==> config.mk <==
export PLATFORM = sky130hd
export DESIGN_NAME = alu_op_sequencer
export DESIGN_NICKNAME = d
export VERILOG_FILES = /design/src/rtl/alu_op_sequencer.sv
export SDC_FILE = /design/constraint.sdc
export NUM_CORES = 1
export LEC_CHECK = 0
export CORE_MARGIN = 2
export CORE_UTILIZATION = 35
export DETAILED_ROUTE_END_ITERATION = 8
export GPL_ROUTABILITY_DRIVEN = 0
export GPL_TIMING_DRIVEN = 0
export PLACE_DENSITY = 0.67
export SLEW_MARGIN = 20
export SYNTH_ARGS = -nofsm -noshare
export SYNTH_HDL_FRONTEND = slang
export SYNTH_SLANG_ARGS = --single-unit
==> constraint.sdc <==
create_clock -name clk -period 5.39 [get_ports clk]
set_input_delay 0.539 -clock clk [delete_from_list [all_inputs] [get_ports clk]]
set_output_delay 0.539 -clock clk [all_outputs]
set_load 0.01 [all_outputs]
==> src/rtl/alu_op_sequencer.sv <==
// Command sequencer for an external multi-cycle ALU: queues commands in a FIFO,
// steps the ALU through reset/load/persist and returns one response per command.
module alu_op_sequencer #(
  parameter int FIFO_DEPTH = 4,
  parameter int ALU_LAT    = 1
) (
  input  logic       clk,
  input  logic       rst,
  input  logic       cmd_valid,
  output logic       cmd_ready,
  input  logic [2:0] cmd_op,
  input  logic [7:0] cmd_a,
  input  logic [7:0] cmd_b,
  output logic       rsp_valid,
  input  logic       rsp_ready,
  output logic [7:0] rsp_data,
  output logic       rsp_err,
  output logic       on,
  output logic [2:0] in_sel,
  output logic [7:0] num1,
  output logic [7:0] num2,
  output logic [6:0] out_sel,
  input  logic [7:0] alu_out,
  output logic       busy
);

  localparam int DATA_W  = 8;
  localparam int PTR_W   = (FIFO_DEPTH > 1) ? $clog2(FIFO_DEPTH) : 1;
  localparam int CNT_W   = PTR_W + 1;
  localparam int ENTRY_W = 3 + 2 * DATA_W;

  typedef enum logic [2:0] {ALU_RST, IDLE, LOAD, WAIT, RESP} state_t;

  state_t             state;
  logic [ENTRY_W-1:0] mem [FIFO_DEPTH];
  logic [PTR_W-1:0]   wr_ptr;
  logic [PTR_W-1:0]   rd_ptr;
  logic [CNT_W-1:0]   count;
  logic [2:0]         wait_cnt;
  logic [ENTRY_W-1:0] head;
  logic [2:0]         head_op;
  logic [DATA_W-1:0]  head_a;
  logic [DATA_W-1:0]  head_b;
  logic               full;
  logic               empty;
  logic               push;
  logic               pop;

  assign full      = (count == CNT_W'(FIFO_DEPTH));
  assign empty     = (count == '0);
  assign cmd_ready = !rst && !full;
  assign push      = cmd_valid && cmd_ready;
  assign pop       = !rst && (state == IDLE) && !empty;

  assign head    = mem[rd_ptr];
  assign head_op = head[ENTRY_W-1 -: 3];
  assign head_a  = head[2*DATA_W-1 -: DATA_W];
  assign head_b  = head[DATA_W-1:0];

  // ---- command FIFO storage and control ----
  always_ff @(posedge clk) begin
    if (push) begin
      mem[wr_ptr] <= {cmd_op, cmd_a, cmd_b};
    end
  end

  always_ff @(posedge clk) begin
    if (rst) begin
      wr_ptr <= '0;
      rd_ptr <= '0;
      count  <= '0;
    end else begin
      if (push) wr_ptr <= wr_ptr + PTR_W'(1);
      if (pop)  rd_ptr <= rd_ptr + PTR_W'(1);
      case ({push, pop})
        2'b10:   count <= count + CNT_W'(1);
        2'b01:   count <= count - CNT_W'(1);
        default: count <= count;
      endcase
    end
  end

  // ---- sequencing FSM ----
  // The ALU registers its operands on the LOAD edge and presents out ALU_LAT
  // edges later, so WAIT spans ALU_LAT+1 cycles with the capture on the last one.
  always_ff @(posedge clk) begin
    if (rst) begin
      state    <= ALU_RST;
      wait_cnt <= '0;
      num1     <= '0;
      num2     <= '0;
      out_sel  <= '0;
      rsp_data <= '0;
      rsp_err  <= 1'b0;
    end else begin
      case (state)
        ALU_RST: state <= IDLE;
        IDLE: begin
          if (!empty) begin
            if (head_op == 3'd7) begin
              rsp_err  <= 1'b1;
              rsp_data <= '0;
              state    <= RESP;
            end else begin
              num1    <= head_a;
              num2    <= head_b;
              out_sel <= 7'(7'd1 << head_op);
              rsp_err <= 1'b0;
              state   <= LOAD;
            end
          end
        end
        LOAD: begin
          wait_cnt <= '0;
          state    <= WAIT;
        end
        WAIT: begin
          if (wait_cnt == 3'(ALU_LAT)) begin
            rsp_data <= alu_out;
            state    <= RESP;
          end else begin
            wait_cnt <= wait_cnt + 3'd1;
          end
        end
        RESP: begin
          if (rsp_ready) state <= IDLE;
        end
        default: state <= ALU_RST;
      endcase
    end
  end

  // ---- state-decoded ALU control; everything forced quiet while rst is high ----
  always_comb begin
    in_sel = 3'b000;
    if (!rst) begin
      case (state)
        ALU_RST: in_sel = 3'b001;
        LOAD:    in_sel = 3'b010;
        WAIT:    in_sel = 3'b100;
        default: in_sel = 3'b000;
      endcase
    end
  end

  assign on        = !rst;
  assign rsp_valid = !rst && (state == RESP);
  assign busy      = rst || (state != IDLE) || !empty;

endmodule

# Word level (Yosys, flattened, before mapping)

Memory sizes are Yosys's and may differ from the RTL's. A register that Yosys moved wholly into a read port is not among the register bits.
Index checks and enable logic that the tools add are counted.

Bits in registers: 45
Bits in writable memories: 76
Input port bits: 31
Output and inout port bits: 39
Logic and storage cells: 73
Memories kept: 1

Memory list:

| name | depth | bits a word | read ports | clocked after memory_dff | write ports | line | text |
|---|---|---|---|---|---|---|---|
| mem  | 4     | 19          | 1          | 1                        | 1           | 35   | `logic [ENTRY_W-1:0] mem [FIFO_DEPTH];` |

Add/subtract/negate cells: 5
Eq/ne operators: 15
Shift-type cells: 1
Mux-type cells: 19
Bitwise operators: 2
Reduce and logical (&&, ||, !) cells: 20

Operator list:

| cell                  | number |
|---|---|
| $mux W8               | 3 |
| $mux W3               | 6 |
| $pmux W8 S2           | 1 |
| $pmux W3 S5           | 1 |
| $pmux W3 S2           | 2 |
| $eq A3 B3 Y1 const B  | 3 |
| $pmux W3 S3           | 1 |
| $ne A2 B2 Y1 const B  | 4 |
| $shl A1 B3 Y7 const A | 1 |
| $add A3 B1 Y3 const B | 2 |
| $eq A3 B1 Y1 const B  | 2 |
| $eq A3 B2 Y1 const B  | 2 |
| $logic_not A3 Y1      | 2 |
| $reduce_and A3 Y1     | 2 |
| $reduce_bool A2 Y1    | 3 |
| $logic_and A1 B1 Y1   | 5 |
| $add A2 B1 Y2 const B | 2 |
| $mux W2               | 2 |
| $reduce_and A2 Y1     | 2 |
| $reduce_and A4 Y1     | 1 |
| $logic_not A1 Y1      | 3 |
| $mux W1               | 3 |
| $ne A3 B1 Y1 const B  | 1 |
| $sub A3 B1 Y3 const B | 1 |
| other kinds (5)       | 7 |

# Longest topological paths before layout

Depth in word-level cells: 6
Depth in mapped cells: 10
Mapped depth without buffers: 9

# Worst setup path before layout

Ideal clock, no wire load.

Path kind: reg2reg
From: reg state[0]
To: reg count[2]
Library setup time: 0.070 ns
Arrival time: 2.552 ns
Required time: 5.320 ns
Setup slack: 2.767 ns
Cell stages (with the launch flop): 11
Buffers on the path: 1
Period minus slack after synthesis: 2.623 ns
Cells stage by stage: dfxtp_1 or3b_1 or2_2 clkbuf_1 nor2_1 ha_1 inv_1 fa_1 xor2_1 or3_1 a21oi_1

Cells in the longest elaborated chain, start to end: 5
Elaborated cells on any way between the ends: 7
Those cells by class: 3 x eq/ne; 1 x mux; 3 x reduce/logical

RTL lines:

| what                                                     | line | text |
|---|---|---|
| start, declared                                          | 34   | `state_t state;` |
| start signal, assigned                                   | 88   | `state <= ALU_RST;` |
| start signal, assigned                                   | 97   | `ALU_RST: state <= IDLE;` |
| start signal, assigned                                   | 103  | `state <= RESP;` |
| $eq A3 B1 Y1 (*)                                         | 53   | `assign pop = !rst && (state == IDLE) && !empty;` |
| $logic_and A1 B1 Y1 (*) (2 in a row)                     | 53   |  |
| net pop                                                  | 47   | `logic pop;` |
| $eq A2 B1 Y1 / $eq A2 B2 Y1 (equally long branches)      | 75   | `case ({push, pop})` |
| $pmux W3 S2 / $reduce_bool A2 Y1 (equally long branches) | --   |  |
| end signal, assigned                                     | 76   | `2'b10: count <= count + CNT_W'(1);` |
| end signal, assigned                                     | 77   | `2'b01: count <= count - CNT_W'(1);` |
| end signal, assigned                                     | 78   | `default: count <= count;` |
| end, declared                                            | 38   | `logic [CNT_W-1:0] count;` |

Mark *: on every way through the listed nets, which the timed path passes. The rest lies on a longest branch.
A chain may end at the register's enable or synchronous reset.

# Worst setup path in the final report

From: reg state[1]
To: out in_sel[2]

Cells in the longest elaborated chain, start to end: 3
Elaborated cells on any way between the ends: 5
Those cells by class: 2 x eq/ne; 2 x mux; 1 x reduce/logical

RTL lines:

| what                                                    | line | text |
|---|---|---|
| $eq A3 B2 Y1 / $logic_not A3 Y1 (equally long branches) | 137  | `case (state)` |
| $pmux W3 S3 (*)                                         | 137  |  |
| $mux W3 (*)                                             | 136  | `if (!rst) begin` |
| end, declared                                           | 19   | `output logic [2:0] in_sel,` |

Every way passes the cells marked *; elsewhere a longest branch is shown, timed or not.

==> impl_metrics.yaml <==
outcome:
  status: "completed"
floorplan:
  ioPinCount: 70
  die_area_um2: 14630
  die_w_um: 120.9
  initial_core_util_pct: 36.00
  fp.dieH_um: 120.9
  row_count: 42
  fp.coreArea_um2: 13300
sta:
  setup_tns_ns: 0
  drv_slew: 0
  relSlewSlack_pct: 32.31
  clock-skew-final_ns: 0.01066
  period_needed_ns: 3.098
  finalHoldViolCount: 0
  setup-violations-final: 0
  clock.fmax_ghz: 0.3228
  rsz0062_at_grt: "no"
  post-route-period-util_pct: 57.48
  tightest_slew_ns: 1.009
logic_synthesis:
  synth_cell_type_count: 38
  synth_nets: 381
  yosys-top-cells-area: "edfxtp_1, dfxtp_1, mux4_2"
  yosys.area.top_type: "edfxtp_1"
  synth-async-reset-ratio_pct: 0
  synth_edf_count: 76
  synth.cell_area_um2: 4786
  synthCells: 342
  ys_ff_latch: 123
  avgSynthCellArea_um2: 13.99
  yosysWarnings: 0
  synth_top_area_share_pct: 47.69
  synth_seq_area_share_pct: 67.35
  synth_flop_cell: "edfxtp_1"
global_route:
  overflow: 0
  antenna_found_initial: 0
  grt_pass1_vias: 3162
  grt_use_total_pct: 14.57
  grt_max_degree: 20
  grt_pass1_wl_um: 16050
clock_network:
  clkLatencyLatePin_ns: 0.41
  cts_tree: "done"
  hold_buffers: 0
  cts_root_buf: "clkbuf_16"
  cts_buffers: 17
  htree_levels: 4
  cts_max_path_buffers: 2
  clk_pin_slew_ns: 0.06
  ctsResizeCount: 0
  clock_sinks: 123
  post_cts_buffers: 0
finish:
  postLayoutCellArea_um2: 6265
  drive_above_1_share_pct: 13.35
  fillers: 1171
  layout.nets: 468
  area_delta_synth_final_pct: 30.90
  diodes: 0
power:
  switching_power_mw: 0.6188
  p_comb_share_pct: 11.6
  peakVddDrop_uv: 250.3
  switching_share_pct: 25.25
  intPower_mw: 1.832
  leakagePower_nw: 2.059
  powerDensity_nw_per_um2: 391.3
  clockPowerShare_pct: 44.9
  pwr-share-seq_pct: 43.5
placement:
  placement.io_buffers: 68
  placed_cell_area_um2: 5687
  dp_hpwl_um: 6629
min_path:
  worst_hold_path_type: "register to register"
  min_path_cells: 2
detailed_routing:
  drtIter0Drc: 210
  finalWirelength_um: 9823
  drc_errors: 0
  vias: 3014
  ant_nets: 0
  avgRoutedWirePerCell_um: 15.89
  vias_per_cell: 4.877
  dr.pass1.iters: 4
critical_path:
  cp.required_ns: 4.85
  worstPathMaxFanout: 10
  reg2regPathDepth: 10
  end_kind: "primary output"
  critical_path_class: "register to primary output"
  critPathArrivalTime_ns: 2.56
  crit_path_start_kind: "register"
job:
  maxCapViolCount: 0
## logic make-up after synthesis
group / Yosys count / share of synthesized area, %
AND/OR/NAND/NOR: 83 / 8.654
XOR/XNOR: 7 / 1.281
flip-flops: 123 / 67.35
multiplexers: 22 / 9.569
adder cells (fa/ha/maj): 8 / 2.248
AO/OA/AOI/OAI: 67 / 7.896
buffers and inverters: 32 / 3.006
## power by group through the flow
stage	clock, mW	combinational, mW	sequential [mW]
after floorplan	0	0.169	1.09
after global placement	0	0.281	1.08
after detailed placement	0	0.286	1.09
after CTS	1.13	0.288	1.07
after global routing	1.17	0.314	1.07
final	1.10	0.285	1.07
## layout by cell type (no fill, tap or decap), drive strengths merged, types with 2 or more instances in the layout
cell type	count
edfxtp	76
clkdlybuf4s50	68
dfxtp	47
clkbuf	32
a21oi	29
o21ai	24
inv	22
nand3	21
mux4	19
nor2	18
nand2	17
nor3	7
ha	7
buf	6
a211oi	5
a2bb2oi	5
and2	5
xnor2	4
nand2b	3
mux2i	3
xor2	3
nor4	2
nor4b	2
or3	2
clkinvlp	2
## worst max-delay path, stage by stage (launching register included)
cell and delay, ns:
dfxtp_1 0.33, clkbuf_1 0.30, nand2_1 0.12, nor3_1 0.72, clkdlybuf4s50_1 0.68
## Yosys cell counts (2+ instances only)
cell,number
mux4_2,19
xor2_1,3
clkbuf_1,13
a211oi_1,5
dfxtp_1,47
nor3_1,7
buf_2,3
nor4b_1,2
nor2_1,18
buf_6,2
ha_1,7
a2bb2oi_1,5
nand2b_1,3
a21oi_1,29
nand3_1,21
edfxtp_1,76
o21ai_0,24
and2_1,4
nor4_1,2
mux2i_1,3
xnor2_1,4
inv_1,12
or3_1,2
nand2_1,17
## sequential cells by signal (all words and copies together), names as in the netlist, named ones only
name / count
mem: 76
num1: 8
num2: 8
rsp_data: 8
out_sel: 7
count: 3
state: 3
wait_cnt: 3
rd_ptr: 2
wr_ptr: 2
rsp_err: 1
## worst paths after layout
kind / slack [ns] / endpoint / startpoint
setup / recovery: 2.29 / in_sel[2] / state[1]
hold / removal: 0.46 / rsp_data[5] / rsp_data[5]
setup reg to reg: 2.44 / count[2] / state[0]
hold reg to reg: 0.46 / rsp_data[5] / rsp_data[5]
## metal layers
metal / GRT usage, % / wire length, um / up-vias / share of wire [%]
met5: 0 / 0 / - / 0
met4: 5.451 / 129 / 0 / 1.3
met3: 4.746 / 608 / 11 / 6.2
met2: 24.40 / 4879 / 87 / 50
met1: 17.48 / 4205 / 1454 / 43
li1: - / - / 1462 / -
## area by class of cell
class	instances	area, um^2	area share (%)
clock buffers	18	429.2	6.850
multi-input cells	187	1419	22.65
inverters	12	45.04	0.7190
well taps	176	220.2	3.515
flip-flops and latches	123	3223	51.45
clock inverters	14	148.9	2.377
plain buffers	20	98.84	1.578
repair buffers	68	680.7	10.86
## metrics by stage
stage                     total power [mW]  hold slack (ns)  std cells  utilization (%)  setup WS (ns)
after floorplan                      1.255           0.4706        342                -          2.767
after global placement               1.365           0.4440        586            42.77          2.224
after detailed placement             1.373           0.4511        586            42.77          2.131
after CTS                            2.479           0.4608        618            47.12          2.291
after global routing                 2.550           0.4768        618            47.12          2.080
final                                2.451           0.4586        618            47.12          2.292
Power figures use the tool's default switching activity.
==> patch 1: new RTL, same flow settings <==
Set the parameter `FIFO_DEPTH` to 8 (it was 4).
--- a/src/rtl/alu_op_sequencer.sv
+++ b/src/rtl/alu_op_sequencer.sv
@@ -3,3 +3,3 @@
 module alu_op_sequencer #(
-  parameter int FIFO_DEPTH = 4,
+  parameter int FIFO_DEPTH = 8,
   parameter int ALU_LAT    = 1
Function: changed (a bounded check fails within 10 cycles, from zero or initial values and one cycle with rst high).
==> patch 1 against the original RTL <==
  * Synthesized area rose by 64%
  * Combinational power rose by 36%
  * Final area rose by 55%
  * Critical path depth rose by 1
  * Worst setup slack got worse by 0.17 ns
  * Total power rose by 46%
  * First-iteration DRC count rose by 34%
  * Routed wire length rose by 66%
  * Sequential cell count rose by 80
  * Critical endpoint is now in_sel[1]
  * Largest power group is now sequential cells
==> patch 1: results (changes against the original RTL) <==
initial antenna violation count: 0 (unchanged)
DRC: 0 (unchanged)
# Post-CTS Setup Buffers: 0 (unchanged)
Cells after DPL: 829 (was 586)
CTS Buffer Depth: 3 (was 2)
H-tree depth reported by CTS: 1 (was 4)
I/O Buffers: 69 (was 68)
met1 Track Usage GR: 16.7% (was 17.5%)
leakage: 0.00309 uW (was 0.00206 uW)
CTS buffer count: 20 (was 17)
final net count: 609 (was 468)
Vias: 4430 (was 3014)
sequential-to-total area share from yosys stat: 71.3% (was 67.3%)
first-pass GRT wire length: 25.2 mm (was 16.0 mm)
Clock transition at path regs: 0.06 ns (about the same)
Min-Delay Path Class: register to register (unchanged)
layout cells sized above 1: 16.1% (was 13.3%)
clk_skew: 0.0184 ns (was 0.0107 ns)
Area contributors post-synth: edfxtp_1 (58%), dfxtp_1 (13%), mux4_2 (6.3%) (was edfxtp_1 (48%), dfxtp_1 (20%), mux4_2 (8.9%))
Post-synth top cells: edfxtp_1 (152), dfxtp_1 (51), mux2i_1 (33) (was edfxtp_1 (76), dfxtp_1 (47), a21oi_1 (29))
count of flip-flops with a built-in enable after synthesis: 152 (was 76)
Clk Latency, worst-skew pair: 0.50 ns (was 0.41 ns)
first-pass iteration count of the detailed router: 4 (unchanged)
syn nets: 513 (was 381)
Vias/cell: 5.12 (was 4.88)
Slew @ Worst Pin: 0.915 ns (was 1.01 ns)
peak supply drop: 0.000196 V (was 0.000250 V)
share of synthesized registers carrying an async set or reset: 0% (unchanged)
Avg Cell Area, Syn: 16.5 um2 (was 14.0 um2)
1st-iter DRT viols: 282 (was 210)
Pint: 2780 uW (was 1830 uW)
slowest stage delay, CP: 0.66 ns (was 0.72 ns)
GR Layer Usage met3: 1.75% (was 4.75%)
Largest register FFs: 152 (was 76)
CP max stage cell: clkdlybuf4s50_1 (was nor3_1)
met2 usage: 24.6% (was 24.4%)
vias in the first global route: 4626 (was 3162)
status: completed (unchanged)
dpl hpwl: 10.6 mm (was 6.63 mm)
root buffer cell: clkbuf_16 (unchanged)
Synth Flop Type: edfxtp_1 (unchanged)
post-synthesis cell type count: 49 (was 38)
GRT Total Usage: 13.6% (was 14.6%)
Critical Path Fanout Max: 10 (unchanged)
Largest delay share family, worst path: buffers and inverters (unchanged)
Post-Route WL: 16.3 mm (was 9.82 mm)
cts repair resizes: 0 (unchanged)
patch 1: per-stage QoR:
step	cell area (um2)	hold WS [ns]	setup slack, ns
5_1_grt	9690	0.478	1.96
3_5_place_dp	8980	0.447	2.00
3_3_place_gp	8870	0.447	0.251
4_1_cts	9690	0.470	2.14
6_report	9690	0.466	2.12
2_1_floorplan	7830	0.454	2.20
patch 1: per-layer routing:
layer / up-vias / wire length [um]
met5: - / 0
met4: 0 / 487
met2: 87 / 8540
met3: 36 / 515
li1: 2066 / -
met1: 2241 / 6740
patch 1: logic make-up after synthesis:
family / count (synthesis) / synth area share [%]
AOI/OAI and AO/OA: 85 / 7.78
xor gates and xnor gates: 8 / 0.894
adders and majority gates: 7 / 1.12
buffers and inverters: 28 / 1.77
DFF: 203 / 71.3
muxes: 60 / 11.5
and+or+nand+nor: 84 / 5.67
patch 1: power by group through the flow:
stage                     combinational (uW)  clock (uW)  sequential, uW
after detailed placement                 390           0            1780
after floorplan                          229           0            1780
after global routing                     423        1540            1750
final                                    388        1450            1750
after global placement                   372           0            1780
after CTS                                393        1480            1740
patch 1: path summary, 6_finish.rpt:
path,start,end,slack (ns),cells after the start
hold / removal,num1[1]$_SDFFE_PP0P_,num1[1]$_SDFFE_PP0P_,0.47,1
setup reg to reg,state[0]$_SDFFE_PP0P_,count[3]$_SDFFE_PP0P_,2.47,10
setup / recovery,rst,in_sel[1],2.12,5
hold reg to reg,num1[1]$_SDFFE_PP0P_,num1[1]$_SDFFE_PP0P_,0.47,1
patch 1: area by class of cell:
type                    instances  area [um2]
clock buffers                  25         559
fillers                      1879       12200
clock inverters                11         146
inverters                       3        11.3
well taps                     280         350
repair buffers                 74         736
flip-flops and latches        203        5590
plain buffers                  25         128
multi-input cells             244        2170
patch 1: worst register-to-register path: cells and delay by family (launching register included):
family,cells,cell delay (ns)
AND/OR/NAND/NOR,4,1.30
buffers and inverters,2,0.49
AO/OA/AOI/OAI,3,0.42
flip-flops,1,0.33
adder cells (fa/ha/maj),1,0.31
==> patch 2: new RTL, same flow settings <==
Made on the original files. Reset style: asynchronous (`rst`), changed in 2 clocked blocks.
--- a/src/rtl/alu_op_sequencer.sv
+++ b/src/rtl/alu_op_sequencer.sv
@@ -66,3 +66,3 @@
 
-  always_ff @(posedge clk) begin
+  always_ff @(posedge clk or posedge rst) begin
     if (rst) begin
@@ -85,3 +85,3 @@
   // edges later, so WAIT spans ALU_LAT+1 cycles with the capture on the last one.
-  always_ff @(posedge clk) begin
+  always_ff @(posedge clk or posedge rst) begin
     if (rst) begin
Behaviour: differs if rst is asserted again (counterexample within 4 cycles, from zero or initial values and one cycle with rst high); with rst held inactive, the same outputs for 4 cycles.
==> patch 2 against the original RTL <==
  * Worst setup slack better by 0.16 ns
  * Non-clock buffer count is 7 lower
  * Register-to-register slack better by 0.38 ns
  * Synthesized area is 1.4% higher
  * Final area is 2.4% higher
  * Final cell count is 9.4% lower
  * Sequential cell count is 2 lower
  * Routed wire length is 6.8% lower
  * Highest routed layer unchanged
Power is not compared: it rests on default switching activity, and its combinational part moved more than twofold at a synthesized area within 25%.
==> patch 2: results (changes against the original RTL) <==
status: completed (unchanged)
Post-Route WL: 9.15 mm (was 9.82 mm)
Compound-Gate Fraction of Synth Area: 4.07% (was 7.90%)
final net count: 406 (was 468)
first-pass GRT wire length: 14.8 mm (was 16.0 mm)
Avg Cell Area, Syn: 17.5 um2 (was 14.0 um2)
R2R cell count: 9 (was 10)
Critical Path Fanout Max: 25 (was 10)
syn nets: 317 (was 381)
dpl hpwl: 5.99 mm (was 6.63 mm)
Cells after DPL: 528 (was 586)
Synth Area in XOR/XNOR: 1.08% (was 1.28%)
clk_skew: 0.00879 ns (was 0.0107 ns)
Area contributors post-synth: edfxtp_1 (47%), dfrtp_1 (23%), mux4_2 (5.6%) (was edfxtp_1 (48%), dfxtp_1 (20%), mux4_2 (8.9%))
met2 WL: 4.55 mm (was 4.88 mm)
largest net degree at the start of global routing: 26 (was 20)
met1 Track Usage GR: 16.2% (was 17.5%)
layout cells sized above 1: 18.9% (was 13.3%)
post-synthesis mux area share: 14.9% (was 9.57%)
Fill cells: 1167 (was 1171)
GRT Total Usage: 13.5% (was 14.6%)
vias in the first global route: 2913 (was 3162)
sequential-to-total area share from yosys stat: 70.2% (was 67.3%)
1st-iter DRT viols: 127 (was 210)
Post-Synth Adder-Cell Area: 2.22% (was 2.25%)
dpl ws: 2.28 ns (was 2.13 ns)
GR Layer Usage met3: 4.54% (was 4.75%)
WL/cell: 16.3 um (was 15.9 um)
met2 usage: 22.3% (was 24.4%)
post-synthesis cell type count: 40 (was 38)
Post-synth top cells: edfxtp_1 (76), dfrtp_1 (45), nand2_1 (18) (was edfxtp_1 (76), dfxtp_1 (47), a21oi_1 (29))
Vias/cell: 4.82 (was 4.88)
CP max stage cell: clkdlybuf4s50_1 (was nor3_1)
Worst Path Arrival: 2.40 ns (was 2.56 ns)
Worst slew margin: 29.1% (was 32.3%)
==> patch 2: changes by cell type in the layout (fill, tap and decap cells not counted), sizes merged, moves of 5 or more <==
cell,change
o21ai,-13
nor2,-7
mux2,+17
nor3,-5
clkbuf,-11
a21oi,-21
inv,-7
dfrtp,+45
dfxtp,-47
a211oi,-5
nand3,-18
==> patch 2: worst paths after layout <==
kind                                         from                     end  slack [ns]
setup / recovery                              rst                      on        2.45
hold / removal             out_sel[0]$_DFFE_PP0P_  out_sel[0]$_DFFE_PP0P_        0.50
setup reg to reg             state[1]$_DFFE_PP0P_    count[2]$_DFFE_PP0P_        2.82
hold reg to reg            out_sel[0]$_DFFE_PP0P_  out_sel[0]$_DFFE_PP0P_        0.50
max in group asynchronous                     rst     num2[6]$_DFFE_PP0P_        4.15
min in group asynchronous                     rst    count[2]$_DFFE_PP0P_        0.73
==> patch 2: where the power goes <==
part / total, uW / leakage, uW / switching (uW) / internal [uW]
registers: 1330 / 0.00124 / 113 / 1220
clock network: 1190 / 0.000294 / 414 / 774
logic: 1270 / 0.000922 / 582 / 688
==> patch 2: final cells by class <==
type	count	area, um2	area share (%)
Clock buffer	17	425	6.63
Multi-Input combinational cell	134	1340	20.8
Buffer	11	67.6	1.05
Inverter	12	45.0	0.702
Timing Repair Buffer	70	711	11.1
Clock inverter	15	199	3.10
Tap cell	180	225	3.51
Sequential cell	121	3410	53.1
==> patch 2: worst reg2reg max path, cell delays in order, from the launching register on <==
cell and delay [ns]:
dfrtp_1 0.35, clkbuf_1 0.18, nand2b_1 0.21, nor4_1 0.58
ha_1 0.31, inv_1 0.06, fa_1 0.37, xor2_1 0.15
nor2_1 0.12, xor2_1 0.16
